<file path="config.mk">
export PLATFORM = sky130hd
export DESIGN_NAME = read_control
export DESIGN_NICKNAME = d
export VERILOG_FILES = /design/src/rtl/read_control_pkg.sv /design/src/rtl/rd_skid_fifo.sv /design/src/rtl/read_control.sv
export SDC_FILE = /design/constraint.sdc
export NUM_CORES = 1
export LEC_CHECK = 0
export ABC_AREA = 1
export BUFFER_PORTS_ARGS = -buffer_cell sky130_fd_sc_hd__buf_2
export CORE_MARGIN = 2
export CORE_UTILIZATION = 30
export DETAILED_ROUTE_END_ITERATION = 7
export HOLD_SLACK_MARGIN = 0.03
export PLACE_DENSITY = 0.61
export SLEW_MARGIN = 40
export SYNTH_ARGS = -nofsm -noshare
export SYNTH_HDL_FRONTEND = slang
export SYNTH_SLANG_ARGS = --single-unit
</file>
<file path="constraint.sdc">
create_clock -name clk -period 2 [get_ports clk]
set_input_delay 0.3 -clock clk [delete_from_list [all_inputs] [get_ports clk]]
set_output_delay 0.3 -clock clk [all_outputs]
set_load 0.01 [all_outputs]
</file>
<file path="src/rtl/read_control_pkg.sv">
// -----------------------------------------------------------------------------
// read_control_pkg
// Shared definitions for the reader side of the TRU sample ring buffer.
//   - Default buffer address / sample widths (shared with the write side).
//   - Reader FSM state encoding.
// -----------------------------------------------------------------------------
package read_control_pkg;

  localparam int DEFAULT_ADDR_W = 8;
  localparam int DEFAULT_DATA_W = 16;

  typedef enum logic [1:0] {
    IDLE  = 2'd0,
    READ  = 2'd1,
    DRAIN = 2'd2,
    END   = 2'd3
  } state_t;

endpackage : read_control_pkg

</file>
<file path="src/rtl/rd_skid_fifo.sv">
// -----------------------------------------------------------------------------
// rd_skid_fifo
// Two-entry FIFO between the buffer read pipeline and the readout link.
// The producer has no ready: the reader only issues a read when a slot is
// guaranteed, so in_valid is never asserted into a full FIFO.
//
// Ports:
//   clk        system clock, rising edge
//   reset      asynchronous, active-low reset
//   in_valid   push in_data this cycle
//   in_data    word to push
//   out_valid  head word is valid
//   out_data   head word
//   out_ready  consumer pops the head when out_valid & out_ready
//   count      current occupancy (0..2)
// -----------------------------------------------------------------------------
module rd_skid_fifo #(
  parameter int DATA_W = 16
) (
  input  logic              clk,
  input  logic              reset,
  input  logic              in_valid,
  input  logic [DATA_W-1:0] in_data,
  output logic              out_valid,
  output logic [DATA_W-1:0] out_data,
  input  logic              out_ready,
  output logic [1:0]        count
);

  logic [DATA_W-1:0] mem [2];
  logic              wr_ptr;
  logic              rd_ptr;
  logic              push;
  logic              pop;

  assign push      = in_valid;
  assign pop       = out_valid & out_ready;
  assign out_valid = (count != 2'd0);
  assign out_data  = mem[rd_ptr];

  // NOTE: sequential state uses non-blocking (<=) so every register samples
  // pre-edge values; blocking here would create order-dependent races.
  always_ff @(posedge clk or negedge reset) begin
    if (!reset) begin
      // NOTE: the storage is reset as well, so dout reads 0 straight out of
      // reset; with only two entries this costs nothing worth avoiding.
      mem[0] <= '0;
      mem[1] <= '0;
      wr_ptr <= 1'b0;
      rd_ptr <= 1'b0;
      count  <= 2'd0;
    end else begin
      if (push) begin
        mem[wr_ptr] <= in_data;
        wr_ptr      <= ~wr_ptr;
      end
      if (pop) begin
        rd_ptr <= ~rd_ptr;
      end
      case ({push, pop})
        2'b10:   count <= count + 2'd1;
        2'b01:   count <= count - 2'd1;
        default: count <= count;
      endcase
    end
  end

endmodule : rd_skid_fifo

</file>
<file path="src/rtl/read_control.sv">
// -----------------------------------------------------------------------------
// read_control
// Reader side of the TRU sample ring buffer. On readout_start it reads a
// window of N_SAMPLES words from the frozen circular buffer, beginning
// PRE_SAMPLES before the L0 address, streams them out over valid/ready and
// then pulses readout_end so the write side can return to idle.
//
// Optional feature (macro READ_CHECKSUM_EN): a DATA_W running sum of every
// accepted sample is appended as a trailer word carrying dout_last.
//
// Ports:
//   clk            system clock, rising edge
//   reset          asynchronous, active-low reset
//   readout_start  one-cycle readout request (ignored while busy)
//   address_L0     L0 buffer address, sampled on readout_start
//   rd_address     buffer read address
//   rd_en          buffer read enable (rd_data valid one cycle later)
//   rd_data        buffer read data
//   dout           output sample
//   dout_valid     dout is valid
//   dout_ready     consumer accepts on dout_valid & dout_ready
//   dout_last      final word of the readout
//   busy           readout in progress
//   readout_end    one-cycle completion pulse
// -----------------------------------------------------------------------------
module read_control
  import read_control_pkg::*;
#(
  parameter int ADDR_W      = DEFAULT_ADDR_W,
  parameter int DATA_W      = DEFAULT_DATA_W,
  parameter int PRE_SAMPLES = 8,
  parameter int N_SAMPLES   = 128
) (
  input  logic              clk,
  input  logic              reset,
  input  logic              readout_start,
  input  logic [ADDR_W-1:0] address_L0,
  output logic [ADDR_W-1:0] rd_address,
  output logic              rd_en,
  input  logic [DATA_W-1:0] rd_data,
  output logic [DATA_W-1:0] dout,
  output logic              dout_valid,
  input  logic              dout_ready,
  output logic              dout_last,
  output logic              busy,
  output logic              readout_end
);

  // Counters need one extra bit so a full-ring window (2^ADDR_W) fits.
  localparam int                CNT_W    = ADDR_W + 1;
  localparam logic [CNT_W-1:0]  N_CNT    = CNT_W'(N_SAMPLES);
  localparam logic [CNT_W-1:0]  LAST_CNT = CNT_W'(N_SAMPLES - 1);
  localparam logic [ADDR_W-1:0] PRE_OFS  = ADDR_W'(PRE_SAMPLES);

  state_t            state;
  state_t            state_next;
  logic [ADDR_W-1:0] start_addr;
  logic [ADDR_W-1:0] issued;     // reads issued, modulo the ring depth
  logic [CNT_W-1:0]  remaining;  // reads still to issue
  logic [CNT_W-1:0]  accepted;   // samples accepted by the consumer
  logic              inflight;   // a read issued last cycle returns now

  logic              fifo_valid;
  logic [DATA_W-1:0] fifo_data;
  logic [1:0]        fifo_count;
  logic              pop;
  logic [2:0]        committed;
  logic              slot_free;
  logic              words_done;

  rd_skid_fifo #(
    .DATA_W (DATA_W)
  ) u_fifo (
    .clk       (clk),
    .reset     (reset),
    .in_valid  (inflight),
    .in_data   (rd_data),
    .out_valid (fifo_valid),
    .out_data  (fifo_data),
    .out_ready (dout_ready),
    .count     (fifo_count)
  );

  assign pop = fifo_valid & dout_ready;

  // Entries already owed to the FIFO after this cycle's pop; a new read may
  // only go out if its word is certain to find a slot two cycles from now.
  assign committed = {1'b0, fifo_count} + {2'b00, inflight} - {2'b00, pop};
  assign slot_free = (committed < 3'd2);

  assign rd_en       = (state == READ) && (remaining != '0) && slot_free;
  assign rd_address  = start_addr + issued;
  assign busy        = (state != IDLE);
  assign readout_end = (state == END);

`ifdef READ_CHECKSUM_EN
  logic [DATA_W-1:0] sum;
  logic              trailer_valid;

  // Every sample has been accepted, so the FIFO is empty and the trailer
  // owns the output port until it is taken.
  assign trailer_valid = (state == DRAIN) && (accepted == N_CNT);
  assign dout_valid    = fifo_valid | trailer_valid;
  assign dout          = trailer_valid ? sum : fifo_data;
  assign dout_last     = trailer_valid;
  assign words_done    = trailer_valid & dout_ready;
`else
  assign dout_valid    = fifo_valid;
  assign dout          = fifo_data;
  assign dout_last     = fifo_valid && (accepted == LAST_CNT);
  assign words_done    = pop && (accepted == LAST_CNT);
`endif

  always_comb begin
    // NOTE: default first, so no path through the case leaves state_next
    // unassigned and no latch is inferred.
    state_next = state;
    case (state)
      IDLE:    if (readout_start) state_next = READ;
      READ:    if (rd_en && (remaining == CNT_W'(1))) state_next = DRAIN;
      DRAIN:   if (words_done) state_next = END;
      END:     state_next = IDLE;
      default: state_next = IDLE;
    endcase
  end

  always_ff @(posedge clk or negedge reset) begin
    if (!reset) begin
      state      <= IDLE;
      start_addr <= '0;
      issued     <= '0;
      remaining  <= '0;
      accepted   <= '0;
      inflight   <= 1'b0;
    end else begin
      state    <= state_next;
      inflight <= rd_en;
      if ((state == IDLE) && readout_start) begin
        start_addr <= address_L0 - PRE_OFS;
        issued     <= '0;
        remaining  <= N_CNT;
        accepted   <= '0;
      end
      if (rd_en) begin
        issued    <= issued + ADDR_W'(1);
        remaining <= remaining - CNT_W'(1);
      end
      if (pop) begin
        accepted <= accepted + CNT_W'(1);
      end
    end
  end

`ifdef READ_CHECKSUM_EN
  always_ff @(posedge clk or negedge reset) begin
    if (!reset) begin
      sum <= '0;
    end else if ((state == IDLE) && readout_start) begin
      sum <= '0;
    end else if (pop) begin
      sum <= sum + fifo_data;
    end
  end
`endif

endmodule : read_control
</file>
==> results by group, run 1 <==
Status
  • Outcome: complete, but fails checks
  • Failing checks: setup timing

GRT
  • Antenna violations before repair: 0
  • Pin count of the biggest net entering global routing: 34
  • Gr ovfl total: 0
  • Total Routing Usage GR: 13.6%
  • Vias in the first global route: 3315
  • First-pass GRT wire length: 15400 µm

Power
  • IR drop worst, VDD: 478 µV
  • Gate power share: 48.1%
  • Clock power frac: 21.4%
  • Share of total power in sequential cells: 30.5%
  • Power Dens Cells: 1560 nW/µm²
  • Net Switching: 3.19 mW
  • Pint: 4.90 mW
  • Leak: 2.60 nW
  • Switching share of power: 39.4%
  • Post-layout total power: 8.09 mW

Yosys
  • Post-synth EDFFs: 0
  • Syn nets: 520
  • Most frequent cells after synthesis: 144 x nand2_1, 73 x dfrtp_1, 52 x inv_1, 27 x nor2_1, 26 x o21ai_1
  • Most frequent cell after synthesis: nand2_1
  • Count of cell types in the netlist: 32
  • Top-area cell type share of the netlist area: 47.4%
  • Main flop type after synthesis: dfrtp_1
  • Share of the yosys chip area belonging to registers: 47.4%
  • YS warnings: 0
  • Synthesis-stage register bit count: 73
  • Cell area after synthesis: 3860 µm²
  • Gate Count Post-Synth: 472
  • Mean Syn Cell Area: 8.17 µm²
  • Top post-synthesis cells by area: dfrtp_1 47%, nand2_1 14%, ha_1 5.8%
  • Asr flop ratio synth: 100%
  • Area leader, netlist: dfrtp_1

Worst setup path
  • Cell depth of the worst flop-to-flop path: 16
  • Critical path arrival: 2.12 ns
  • CP Launch Point: u_fifo.count[0]
  • Setup crit end kind: output port
  • Worst r2r src: u_fifo.count[0]
  • Worst path required time: 1.70 ns
  • Critical path peak fanout: 4
  • End of the worst register-to-register path: remaining[7]
  • Critical path class: flip-flop to output port
  • Reg2reg setup slack: -0.36 ns
  • Crit start category: flip-flop
  • Setup crit end: rd_en

Detailed routing
  • Pre-antenna DRT Iters: 4
  • DR WL/cell: 12.1 µm
  • Initial DRC count: 183
  • Vias/cell: 4.47
  • Antenna Nets Post-Route: 0
  • Drt total wl: 8920 µm
  • Routed vias: 3300
  • DRC: 0

STA
  • Slew of the pin with the lowest slew margin: 0.565 ns
  • Tcrit/Tclk final: 121%
  • Clock skew: 0.00515 ns
  • Max_slew headroom: 62.4%
  • Final Slew Violations: 0
  • Setup violations, final: 23
  • Min setup slack post-route: -0.420 ns
  • Setup TNS: -5.26 ns
  • RSZ-0062 raised after global routing: yes
  • Minimum clock period: 2.42 ns
  • FMAX: 413 MHz
  • Final Hold Viols: 0

Clock tree
  • CTS tree: done
  • Clock-pin slew on the worst setup and hold paths: 0.06 ns
  • CTS Buffer Depth: 2
  • CTS Sinks: 73
  • H-tree depth: 3
  • Worst skew pair latency: 0.33 ns
  • Cts bufs inserted: 9
  • CTS Root Cell: clkbuf_16

Place
  • Setup slack at placement: -0.167 ns
  • Port buffer count: 56
  • Routability-driven placement congestion ratio: 0.781
  • Detailed Place HPWL: 6100 µm

Cells and area
  • ANT cells: 0
  • Post-layout nets: 610
  • Area grow syn2layout: 34.2%
  • Layout cells sized above 1: 29.1%

Die
  • Core area: 12600 µm²
  • Die X: 117 µm
  • Die Y: 117 µm
  • Row count: 41
  • Initial Util: 30.7%
  • Die area: 13800 µm²
  • Io pins: 57

Worst hold path
  • Worst min-delay path class: input pin to flip-flop
  • Worst hold start: address_L0[0]

Run
  • Max Cap Viol: 0
worst min-delay path by stage:
stage                     endpoint  slack [ns]  depth (start not counted)
floorplan              accepted[0]       0.004                          0
global placement    u_fifo.mem[21]        0.32                          1
detailed placement   u_fifo.mem[5]        0.33                          1
CTS                  start_addr[2]        0.16                          3
global route         start_addr[2]        0.18                          3
finish               start_addr[0]        0.17                          3
cells in the final DEF, fill, tap and decap left out, types with 6 or more instances in the layout:
cell type / count
a21oi_1: 7
buf_2: 55
buf_4: 26
buf_6: 6
clkbuf_16: 10
dfrtp_1: 69
ha_1: 10
inv_1: 49
inv_2: 8
nand2_1: 139
nand3_1: 17
nor2_1: 21
nor2_4: 6
o21ai_0: 24
o21ai_1: 25
xor2_1: 12
final cells by class:
class / instances / area, µm²
flip-flops and latches: 73 / 1830
repair buffers: 92 / 628
multi-input cells: 328 / 1960
clock inverters: 6 / 90.1
inverters: 58 / 220
clock buffers: 10 / 229
well taps: 172 / 215
fillers: 1259 / 7390
flip-flops by register name, summed over array words and instances (netlist names), 2 cells and up:
signal,count
accepted,9
start_addr,8
remaining,9
u_fifo.count,2
u_fifo.mem,32
state,2
issued,8
metrics by stage:
stage / hold WS, ns / util, % / instance area [µm²] / cells
finish: 0.168 / 41.2 / 5170 / 739
global route: 0.181 / 41.2 / 5170 / 739
CTS: 0.159 / 39.6 / 4980 / 733
detailed placement: 0.327 / 35.7 / 4490 / 709
global placement: 0.315 / 35.7 / 4490 / 709
floorplan: 0.00441 / - / 3870 / 472
layer usage:
metal	wire [µm]	vias to the layer above	GRT usage [%]
met1	4070	1549	17.0
met4	25	0	2.48
li1	-	1690	-
met3	361	4	4.23
met2	4470	57	23.2
met5	0	-	0
power by group through the flow:
stage / sequential, mW / clock [mW] / combinational [mW]
after global placement: 2.44 / 0 / 3.30
after CTS: 2.46 / 1.78 / 3.61
final: 2.47 / 1.73 / 3.89
after floorplan: 2.39 / 0 / 2.25
after global routing: 2.55 / 1.84 / 4.40
after detailed placement: 2.46 / 0 / 3.38
critical path: stages (launching register included):
cell and delay (ns):
dfrtp_1 0.42, buf_4 0.16, nor2_4 0.14, o21ai_2 0.08, fa_1 0.48, nand2_1 0.05, inv_1 0.05, nand2_1 0.05
nor2_2 0.11, nand2_2 0.10, inv_4 0.08, buf_6 0.10
logic make-up after synthesis:
logic type | count (synthesis) | synth area share (%)
XOR/XNOR | 19 | 4.31
flip-flops | 73 | 47.4
AO/OA/AOI/OAI | 77 | 10.9
multiplexers | 1 | 0.259
AND/OR/NAND/NOR | 211 | 22.9
adder cells (fa/ha/maj) | 20 | 6.88
buffers and inverters | 71 | 7.43
repair_timing:
action	in CTS	in global routing
buffers inserted	7	5
gates cloned	0	1
resized for setup	24	28
setup endpoints to repair	25	26
endpoints found under the hold margin	19	0
pin swaps	13	8
hold buffers	1	0
Power figures use the tool's default switching activity.
==> run 2: changes to the inputs <==
--- a/config.mk
+++ b/config.mk
@@ -12,6 +12,7 @@
 export DETAILED_ROUTE_END_ITERATION = 7
 export HOLD_SLACK_MARGIN = 0.03
 export PLACE_DENSITY = 0.61
+export REMOVE_ABC_BUFFERS = 1
 export SLEW_MARGIN = 40
 export SYNTH_ARGS = -nofsm -noshare
 export SYNTH_HDL_FRONTEND = slang
==> run 2 against run 1 <==
  * The run still ends with setup timing left
  * Critical path depth grew 2
  * Cell count is 1.6% higher
  * Wire length rose by 5.4%
  * Sequential power barely moved
  * Critical path type unchanged
  * Register-to-register slack got worse by 0.10 ns
  * Fmax shrank 3.3%
  * Flip-flop and latch count is the same
  * Critical endpoint unchanged
  * Via count increased by 3.2%
  * First-iteration DRC count rose by 30%
  * Clock power fell by 14%
  * Non-clock buffer count up 11
==> results by group, run 2 (synthesis results as in run 1) <==
Status
  • Outcome: complete, but fails checks
  • Failing checks: setup timing

Cells and area
  • Area grow syn2layout: 36.5%
  • Most frequent cells in the layout: 136 x nand2_1, 70 x dfrtp_1, 54 x buf_2, 49 x inv_1, 35 x buf_4
  • FF/Latch Area: 1830 µm² (about the same)
  • Post-layout nets: 622 (+2.0%)
  • Fill cell count: 1235 (-1.9%)
  • Post-route cell area: 5270 µm² (+1.8%)
  • Multi-input logic area: 2020 µm² (+2.9%)
  • Layout cells sized above 1: 30.4% (+1.3 points)
  • ANT cells: 0 (unchanged)
  • Max FFs per register: 32 (unchanged)
  • Most common cell after layout, fill and taps aside: nand2_1
  • Reg with most FFs: u_fifo.mem
  • Top Registers: u_fifo.mem (32), accepted (9), remaining (9)

Power
  • Leak: 2.67 nW (+2.6%)
  • Pint: 4.98 mW (+1.6%)
  • Net Switching: 3.35 mW (+5.1%)
  • Share of total power in sequential cells: 29.8% (-0.7 points)
  • IR drop worst, VDD: 512 µV (+7.1%)
  • Switching share of power: 40.2% (+0.81 points)
  • Power Dens Cells: 1580 nW/µm² (+1.2%)
  • Clock power frac: 17.8% (-3.6 points)
  • Gate power share: 52.4% (+4.3 points)
  • Post-layout total power: 8.33 mW (+3.0%)

Worst hold path
  • Worst Hold Depth: 3 (unchanged)
  • Worst min-delay path class: input pin to flip-flop

Clock tree
  • Worst skew pair latency: 0.33 ns (about the same)
  • Clock-pin slew on the worst setup and hold paths: 0.06 ns (about the same)
  • H-tree depth: 3 (unchanged)
  • CTS Root Cell: clkbuf_16
  • CTS tree: done
  • Cts bufs inserted: 9 (unchanged)
  • CTS Sinks: 73 (unchanged)
  • CTS Buffer Depth: 2 (unchanged)

STA
  • Clock skew: 0.00464 ns (-0.000506 ns)
  • Max_slew headroom: 63.9% (+1.5 points)
  • Minimum clock period: 2.50 ns (+0.0830 ns)
  • Final Slew Violations: 0 (unchanged)
  • Tcrit/Tclk final: 125% (+4.1 points)
  • FMAX: 399 MHz (-3.3%)
  • Slew of the pin with the lowest slew margin: 0.541 ns (-0.0238 ns)
  • RSZ-0062 raised after global routing: yes
  • Final Hold Viols: 0 (unchanged)
  • Min setup slack post-route: -0.503 ns (-0.0830 ns)
  • Setup violations, final: 25 (+8.7%)

Detailed routing
  • Met1 wire length: 4230 µm (+4.0%)
  • DR WL/cell: 12.5 µm (+3.8%)
  • Drt total wl: 9400 µm (+5.4%)
  • Vias/cell: 4.54 (+1.6%)
  • Met3 WL: 431 µm (+19%)
  • Pre-antenna DRT Iters: 4 (unchanged)
  • Antenna Nets Post-Route: 0 (unchanged)
  • DRC: 0 (unchanged)
  • Routed vias: 3407 (+3.2%)
  • Top layer reached by signal wires: met4
  • Initial DRC count: 237 (+30%)
  • Met2 WL post-DR: 4640 µm (+4.0%)

Worst setup path
  • Crit start category: flip-flop
  • Worst path cell trace: nor2_4 > inv_2 > nand2_4 > nor2_4 > buf_6 > fa_1 > nand2_2 > inv_2 > nand2_2 > nor2_4 > nand2_2 > inv_2 > buf_6
  • Critical path peak fanout: 3 (-1)
  • Critical path arrival: 2.20 ns (+0.08 ns)
  • Critical path's slowest cell: fa_1
  • Max incr delay on CP: 0.53 ns (+0.05 ns)
  • Cell depth of the worst flop-to-flop path: 18 (+2)
  • Setup crit end kind: output port
  • Worst path required time: 1.70 ns (about the same)
  • Critical path class: flip-flop to output port

GRT
  • Antenna violations before repair: 0 (unchanged)
  • First-pass GRT wire length: 15800 µm (+2.8%)
  • Gr ovfl total: 0 (unchanged)
  • Pin count of the biggest net entering global routing: 74 (+120%)
  • Total Routing Usage GR: 14.0% (+0.41 points)
  • Vias in the first global route: 3411 (+2.9%)

Die
  • Die Y: 117 µm (unchanged)
  • Die X: 117 µm (unchanged)
  • Io pins: 57 (unchanged)
  • Initial Util: 30.7% (unchanged)
  • Row count: 41 (unchanged)
  • Die area: 13800 µm² (unchanged)
  • Core area: 12600 µm² (unchanged)

Place
  • Detailed Place HPWL: 6010 µm (-1.5%)
  • Routability-driven placement congestion ratio: 0.756 (-3.2%)
  • Port buffer count: 56 (unchanged)
  • Post-DP Area: 4440 µm² (-1.2%)

Run
  • Max Cap Viol: 0 (unchanged)
-- run 2: cell types whose count changed in the layout (fill, tap and decap cells not counted), sizes merged --
cell,previous run,this run
buf,90,102
bufinv,2,0
clkbuf,11,13
clkinv,2,3
clkinvlp,1,0
inv,59,58
nand2,147,148
-- run 2: critical path, delay by kind of cell (launching register included) --
family | cells | cell delay (ns)
AND/OR/NAND/NOR | 7 | 0.55
adder cells (fa/ha/maj) | 1 | 0.53
flip-flops | 1 | 0.42
buffers and inverters | 5 | 0.40
-- run 2: repair_timing --
| item | CTS | global route |
|---|---|---|
| hold buffers | 1 | 0 |
| setup buffers | 20 | 12 |
| hold endpoints to repair | 68 | 0 |
| cloned | 1 | 0 |
| setup endpoints to repair | 24 | 29 |
| pin swaps | 16 | 12 |
| resized for setup | 38 | 29 |
-- run 2: per-stage QoR --
stage          instances  setup slack [ns]  setup TNS [ns]  utilization, %  hold slack, ns
2_1_floorplan        459            -0.334           -5.32               -         0.00441
3_3_place_gp         706            -0.179           -2.46            35.3           0.365
3_5_place_dp         706            -0.224           -3.25            35.3           0.362
4_1_cts              744            -0.487           -6.71            40.4           0.165
5_1_grt              751            -0.609          -10.61            41.9           0.185
6_report             751            -0.503           -8.11            41.9           0.170
-- run 2: worst paths after layout --
check                                     start              to  slack (ns)
worst max-delay path            u_fifo.count[0]           rd_en       -0.50
worst min-delay path              address_L0[0]   start_addr[0]        0.17
worst max register to register  u_fifo.count[0]    remaining[2]       -0.46
worst min register to register    u_fifo.mem[9]   u_fifo.mem[9]        0.49
max in group asynchronous                 reset       issued[6]        1.13
min in group asynchronous                 reset  u_fifo.mem[18]        0.54
-- run 2: area by class of cell --
cell class / instances / share of cell area [%]
tap: 172 / 4.09
clock inverter: 3 / 0.285
multi-input combinational: 329 / 38.3
clock buffer: 13 / 4.94
timing repair buffer: 103 / 13.5
sequential: 73 / 34.8
inverter: 58 / 4.13
-- run 2: power by group through the flow --
stage | sequential, mW | combinational [mW] | clock [mW]
after floorplan | 2.42 | 2.09 | 0
after global placement | 2.43 | 3.23 | 0
after detailed placement | 2.45 | 3.31 | 0
after CTS | 2.46 | 4.02 | 1.52
after global routing | 2.55 | 4.86 | 1.60
final | 2.48 | 4.37 | 1.48
-- run 2: per-layer routing --
layer / vias to the layer above / global-route usage [%]
met2: 73 / 24.0
met4: 0 / 4.74
met3: 10 / 2.77
li1: 1702 / -
met5: - / 0
met1: 1622 / 17.5
